$ cat src/rtl/rvx_bus_arbiter.sv
`default_nettype none
// ============================================================================
//  Module      : rvx_bus_arbiter
//  Description : Two-master / one-slave arbiter for the RVX instruction bus
//                (m0, read-only) and data bus (m1, read/write). It offers
//                fixed-priority or round-robin arbitration, routes the request
//                through with zero added latency, and has a response-timeout
//                watchdog that aborts stuck transfers and flags a bus error.
//  Revision    : 1.0 - initial release
// ============================================================================
module rvx_bus_arbiter #(
  parameter int ARBITRATION    = 1,   // 0: fixed priority (m1 wins), 1: round-robin
  parameter int TIMEOUT_CYCLES = 255  // 0 disables the watchdog, legal 0..65535
) (
  input  logic        clock,
  input  logic        reset_n,
  // instruction bus (m0)
  input  logic [31:0] m0_address,
  input  logic        m0_rrequest,
  output logic [31:0] m0_rdata,
  output logic        m0_rresponse,
  // data bus (m1)
  input  logic [31:0] m1_address,
  input  logic        m1_rrequest,
  input  logic        m1_wrequest,
  input  logic [31:0] m1_wdata,
  input  logic [3:0]  m1_wstrobe,
  output logic [31:0] m1_rdata,
  output logic        m1_rresponse,
  output logic        m1_wresponse,
  // shared slave port
  output logic [31:0] s_address,
  output logic        s_rrequest,
  output logic        s_wrequest,
  output logic [31:0] s_wdata,
  output logic [3:0]  s_wstrobe,
  input  logic [31:0] s_rdata,
  input  logic        s_rresponse,
  input  logic        s_wresponse,
  // watchdog reporting
  output logic        bus_error,
  output logic        error_master
);

  typedef enum logic [1:0] {
    IDLE    = 2'd0,
    BUSY_M0 = 2'd1,
    BUSY_M1 = 2'd2
  } state_t;

  localparam bit          WDOG_EN = (TIMEOUT_CYCLES > 0);
  localparam logic [15:0] TO_LAST = WDOG_EN ? 16'(TIMEOUT_CYCLES - 1) : 16'd0;

  state_t      fsm_q;
  logic        last_grant_q;
  logic [15:0] count_q;
  logic        error_master_q;
  // Type of the transfer in flight, captured at grant so that a master
  // changing its request in the response cycle cannot alter the response
  // that is being matched.
  logic        owner_wr_q;

  logic m1_req;
  logic busy;
  logic owner;        // 1 when m1 owns the slave
  logic slave_rsp;    // slave response matching the owner's transfer type
  logic abort;
  logic done;
  logic free;
  logic grant;
  logic winner;
  logic route_valid;
  logic route_m1;

  assign m1_req    = m1_rrequest | m1_wrequest;
  assign busy      = (fsm_q != IDLE);
  assign owner     = (fsm_q == BUSY_M1);
  assign slave_rsp = busy & (owner_wr_q ? s_wresponse : s_rresponse);
  assign abort     = WDOG_EN & busy & ~slave_rsp & (count_q == TO_LAST);
  assign done      = slave_rsp | abort;
  assign free      = ~busy | done;
  assign grant     = free & (m0_rrequest | m1_req);

  // Pick the winner among the current requesters; a lone requester always wins.
  always_comb begin
    winner = m1_req;
    if (m0_rrequest & m1_req) begin
      winner = (ARBITRATION == 0) ? 1'b1 : ~last_grant_q;
    end
  end

  // The slave port follows a new grant first, else the owner of a live
  // (non-aborted) transfer, else rests at zero.
  assign route_valid = grant | (busy & ~abort);
  assign route_m1    = grant ? winner : owner;

  // Output routing; everything is held at zero while reset is asserted.
  always_comb begin
    s_address    = 32'd0;
    s_rrequest   = 1'b0;
    s_wrequest   = 1'b0;
    s_wdata      = 32'd0;
    s_wstrobe    = 4'd0;
    m0_rdata     = 32'd0;
    m0_rresponse = 1'b0;
    m1_rdata     = 32'd0;
    m1_rresponse = 1'b0;
    m1_wresponse = 1'b0;
    bus_error    = 1'b0;
    error_master = 1'b0;
    if (reset_n) begin
      if (route_valid) begin
        if (route_m1) begin
          s_address  = m1_address;
          s_rrequest = m1_rrequest & ~m1_wrequest;
          s_wrequest = m1_wrequest;
          s_wdata    = m1_wdata;
          s_wstrobe  = m1_wstrobe;
        end else begin
          s_address  = m0_address;
          s_rrequest = m0_rrequest;
        end
      end
      m0_rresponse = done & ~owner;
      m1_rresponse = done & owner & ~owner_wr_q;
      m1_wresponse = done & owner & owner_wr_q;
      // An abort never coincides with a slave response, so aborted reads return zero.
      m0_rdata     = (slave_rsp & ~owner) ? s_rdata : 32'd0;
      m1_rdata     = (slave_rsp & owner & ~owner_wr_q) ? s_rdata : 32'd0;
      bus_error    = abort;
      error_master = error_master_q;
    end
  end

  // Ownership, round-robin history and watchdog counter.
  always_ff @(posedge clock) begin
    if (!reset_n) begin
      fsm_q          <= IDLE;
      last_grant_q   <= 1'b1;
      count_q        <= 16'd0;
      error_master_q <= 1'b0;
      owner_wr_q     <= 1'b0;
    end else begin
      if (abort) begin
        error_master_q <= owner;
      end
      if (grant) begin
        fsm_q        <= winner ? BUSY_M1 : BUSY_M0;
        last_grant_q <= winner;
        count_q      <= 16'd0;
        owner_wr_q   <= winner & m1_wrequest;
      end else if (free) begin
        fsm_q      <= IDLE;
        count_q    <= 16'd0;
        owner_wr_q <= 1'b0;
      end else if (WDOG_EN) begin
        count_q <= count_q + 16'd1;
      end
    end
  end

endmodule
`default_nettype wire

$ cat config.mk
export PLATFORM = sky130hd
export DESIGN_NAME = rvx_bus_arbiter
export DESIGN_NICKNAME = d
export VERILOG_FILES = /design/src/rtl/rvx_bus_arbiter.sv
export SDC_FILE = /design/constraint.sdc
export NUM_CORES = 1
export LEC_CHECK = 0
export ABC_CLOCK_PERIOD_IN_PS = 2600
export CAP_MARGIN = 20
export CELL_PAD_IN_SITES_DETAIL_PLACEMENT = 0
export CELL_PAD_IN_SITES_GLOBAL_PLACEMENT = 1
export CORE_AREA = 10 10 99 101
export DETAILED_ROUTE_END_ITERATION = 16
export DIE_AREA = 0 0 109 111
export DONT_BUFFER_PORTS = 1
export PLACE_DENSITY = 0.68
export SETUP_SLACK_MARGIN = 0.15
export SYNTH_ARGS = -nofsm -noshare
export SYNTH_HDL_FRONTEND = slang
export SYNTH_SLANG_ARGS = --single-unit
$ cat constraint.sdc
create_clock -name clock -period 2.6 [get_ports clock]
set_clock_uncertainty 0.15 [all_clocks]
set_input_delay 0.39 -clock clock [delete_from_list [all_inputs] [get_ports clock]]
set_output_delay 0.39 -clock clock [all_outputs]
set_load 0.01 [all_outputs]
==> impl_metrics.csv <==
group,metric,value,unit
global_routing,grt_start_max_net_pins,76,
yosys,async_flop_share,0,%
timing,setup_ws,-0.388,ns
die,die_x,109,um
pwr,finalPower,0.00131,W
timing,tns,-24.68,ns
global_routing,grt_pass1_vias,2936,
global_routing,use_met2,31.3,%
global_routing,overflow,0,
yosys,synth_area,2330,um2
place,place_ws,-0.132,ns
die,rows,33,
timing,setup_viol,74,
pwr,peakVddDrop,0.193,mV
timing,worst_pin_slew,0.851,ns
pwr,pwr_density_cell,375,nW/um2
place,dpl.hpwl,10300,um
clock_network,path_clk_slew,0.09,ns
outcome,status,"complete, but fails checks",
drt,wl,13700,um
drt,first_iter_violations,315,
place,io_buffers,0,
global_routing,antenna_found_initial,3,
finish,nNetsFinal,563,
global_routing,grt.met3_usage,7.73,%
global_routing,track_usage,19.6,%
timing,hold_violations,0,
timing,period_needed,2.99,ns
clock_network,clkSinkCount,21,
yosys,yosysMostFrequentCell,"nor2_1",
global_routing,grt.busiest_layer,"met2",
yosys,ys_ff_latch,21,
yosys,yosys_warnings,0,
yosys,yosys-top-cells-count,"nor2_1 (88), nand2_1 (72), and3_1 (40)",
drt,wire_per_inst,26.0,um
drt,antenna_left,0,
timing,slew_headroom,42.8,%
setup_path,startpoint_type,"flop",
timing,finalCritPeriodShare,115,%
place,gp_congestion,0.879,
global_routing,gr-usage-met1,24.5,%
yosys,syn_inst,391,
drt,vias,3097,
yosys,synth-edff-count,0,
setup_path,cp_cell_sequence,"inv_2 > ha_2 > or4b_4 > nor4_4 > buf_4 > a21oi_4 > mux2i_4 > clkbuf_16 > and3_1",
finish,final_util,43.9,%
pwr,cellLeakagePower,1.34,nW
clock_network,clock_path_buffers,2,
drt,via_per_inst,5.88,
timing,hold-worst-slack,0.0805,ns
worst_hold_path,hp-class,"in2reg",
yosys,synth_ff_type,"dfxtp_1",
drt,drc,0,
setup_path,cp_max_fo,18,
timing,grt_setup_unrepaired,"true",
die,die_h,111,um
clock_network,htree_levels,1,
yosys,ys_types,41,
setup_path,crit_required,2.06,ns
yosys,synth_area_leader_cell,"dfxtp_1",
global_routing,grt_pass1_wl,18700,um
clock_network,cts_made_buffers,3,
finish,area_growth,50.6,%
job,cap_viol_max_count,0,
setup_path,critPathKind,"reg2out",
timing,finalMaxSlewViolations,0,
setup_path,cp.arrival,2.45,ns
die,start_util,29.2,%
die,ios,278,
clock_network,clk_latency,0.27,ns
drt,firstDrtPassIters,7,
clock_network,tritoncts,"done",
yosys,synthTopCellsByArea,"dfxtp_1 (18%), nor2_1 (14%), nand2_1 (12%)",
setup_path,cpPeakStageDelay,0.46,ns
clock_network,cts_root_buffer,"clkbuf_8",
yosys,ys_seq_area_share,18.1,%
yosys,synth_nets,532,
yosys,syn_avg_cell_area,5.95,um2
setup_path,critical_path.endpoint_type,"output port",
die,core_area,7970,um2
outcome,failed_checks,"setup timing",
yosys,synth_top_cell_area_share,18.1,%
setup_path,slowest_stage,"or4b_4",
die,dieArea,12100,um2
timing,max_freq,335,MHz
finish,drive_gt1_share,35.4,%
==> cell type report <==
cell class | instances | area, um2
Multi-Input combinational cell | 334 | 2170
Fill cell | 786 | 4470
Antenna cell | 1 | 2.50
Timing Repair Buffer | 60 | 718
Inverter | 2 | 7.51
Tap cell | 105 | 131
Clock inverter | 1 | 7.51
Clock buffer | 3 | 41.3
Sequential cell | 21 | 423
==> report_power, final <==
part / leakage, nW / switching [W] / internal (W)
combinational: 1.14 / 0.000421 / 0.000332
clock: 0.0217 / 0.000117 / 0.000108
sequential: 0.171 / 0.00000562 / 0.000329
==> path summary, 6_finish.rpt <==
check / startpoint / end / slack, ns / depth (start not counted)
worst min register to register: count_q[1]$_SDFF_PP0_ / count_q[1]$_SDFF_PP0_ / 0.38 / 2
worst min-delay path: reset_n / last_grant_q$_SDFFE_PN1P_ / 0.08 / 1
worst max-delay path: count_q[0]$_SDFF_PP0_ / s_wdata[17] / -0.39 / 9
worst max register to register: count_q[0]$_SDFF_PP0_ / error_master_q$_SDFFE_PN0P_ / 0.22 / 11
==> cells by family (layout without fill, tap and decap cells) <==
group / count (synthesis) / after routing / synth area share, %
multiplexers: 4 / 4 / 2.31
XOR/XNOR: 14 / 14 / 5.27
flip-flops: 21 / 21 / 18.1
adder cells (fa/ha/maj): 2 / 2 / 1.08
other: 0 / 1 / 0
AND/OR/NAND/NOR: 263 / 264 / 55.1
buffers and inverters: 38 / 66 / 6.45
AO/OA/AOI/OAI: 49 / 50 / 11.7
==> flip-flops by register name, summed over array words and instances, names as in the netlist <==
signal	cells
owner_wr_q	1
error_master_q	1
last_grant_q	1
fsm_q	2
count_q	16
==> worst max-delay path, delay by kind of cell, from the launching register on <==
family | cells | cell delay (ns)
mux | 1 | 0.26
compound gates | 1 | 0.06
flops | 1 | 0.33
buf+inv | 3 | 0.47
simple gates | 3 | 0.92
fa+ha+maj | 1 | 0.14
==> through the flow <==
| stage | cells | area (um2) |
|---|---|---|
| 2_1_floorplan | 391 | 2370 |
| 3_3_place_gp | 496 | 2670 |
| 3_5_place_dp | 496 | 2670 |
| 4_1_cts | 520 | 3180 |
| 5_1_grt | 526 | 3500 |
| 6_report | 527 | 3500 |
==> layout by cell type, fill, tap and decap left out, types with 3 or more instances in the layout <==
master / synthesis / routed
nor2_1: 88 / 86
nand2_1: 72 / 72
nand4_1: 37 / 37
buf_4: 0 / 37
and3_4: 0 / 35
o21ai_2: 0 / 27
dfxtp_1: 21 / 19
xor2_1: 11 / 11
a21oi_1: 9 / 8
buf_6: 0 / 8
buf_12: 0 / 7
and3_1: 40 / 5
nand3_1: 5 / 5
buf_16: 0 / 4
clkbuf_16: 0 / 4
and2_4: 1 / 3
o21ai_1: 32 / 3
and4_1: 3 / 3
xnor2_1: 3 / 3
clkbuf_8: 0 / 3
==> layer usage <==
layer | vias up | part of all wire, %
li1 | 1429 | -
met1 | 1466 | 41
met2 | 180 | 46
met3 | 18 | 12
met4 | 4 | 1.0
met5 | - | 0.20
==> timing repair <==
action | in CTS | in global routing
resized for setup | 53 | 40
gates cloned | 6 | 4
buffers inserted | 14 | 2
pin swaps | 22 | 15
setup endpoints to repair | 74 | 75
hold buffers | 0 | 0
Power figures use the tool's default switching activity.
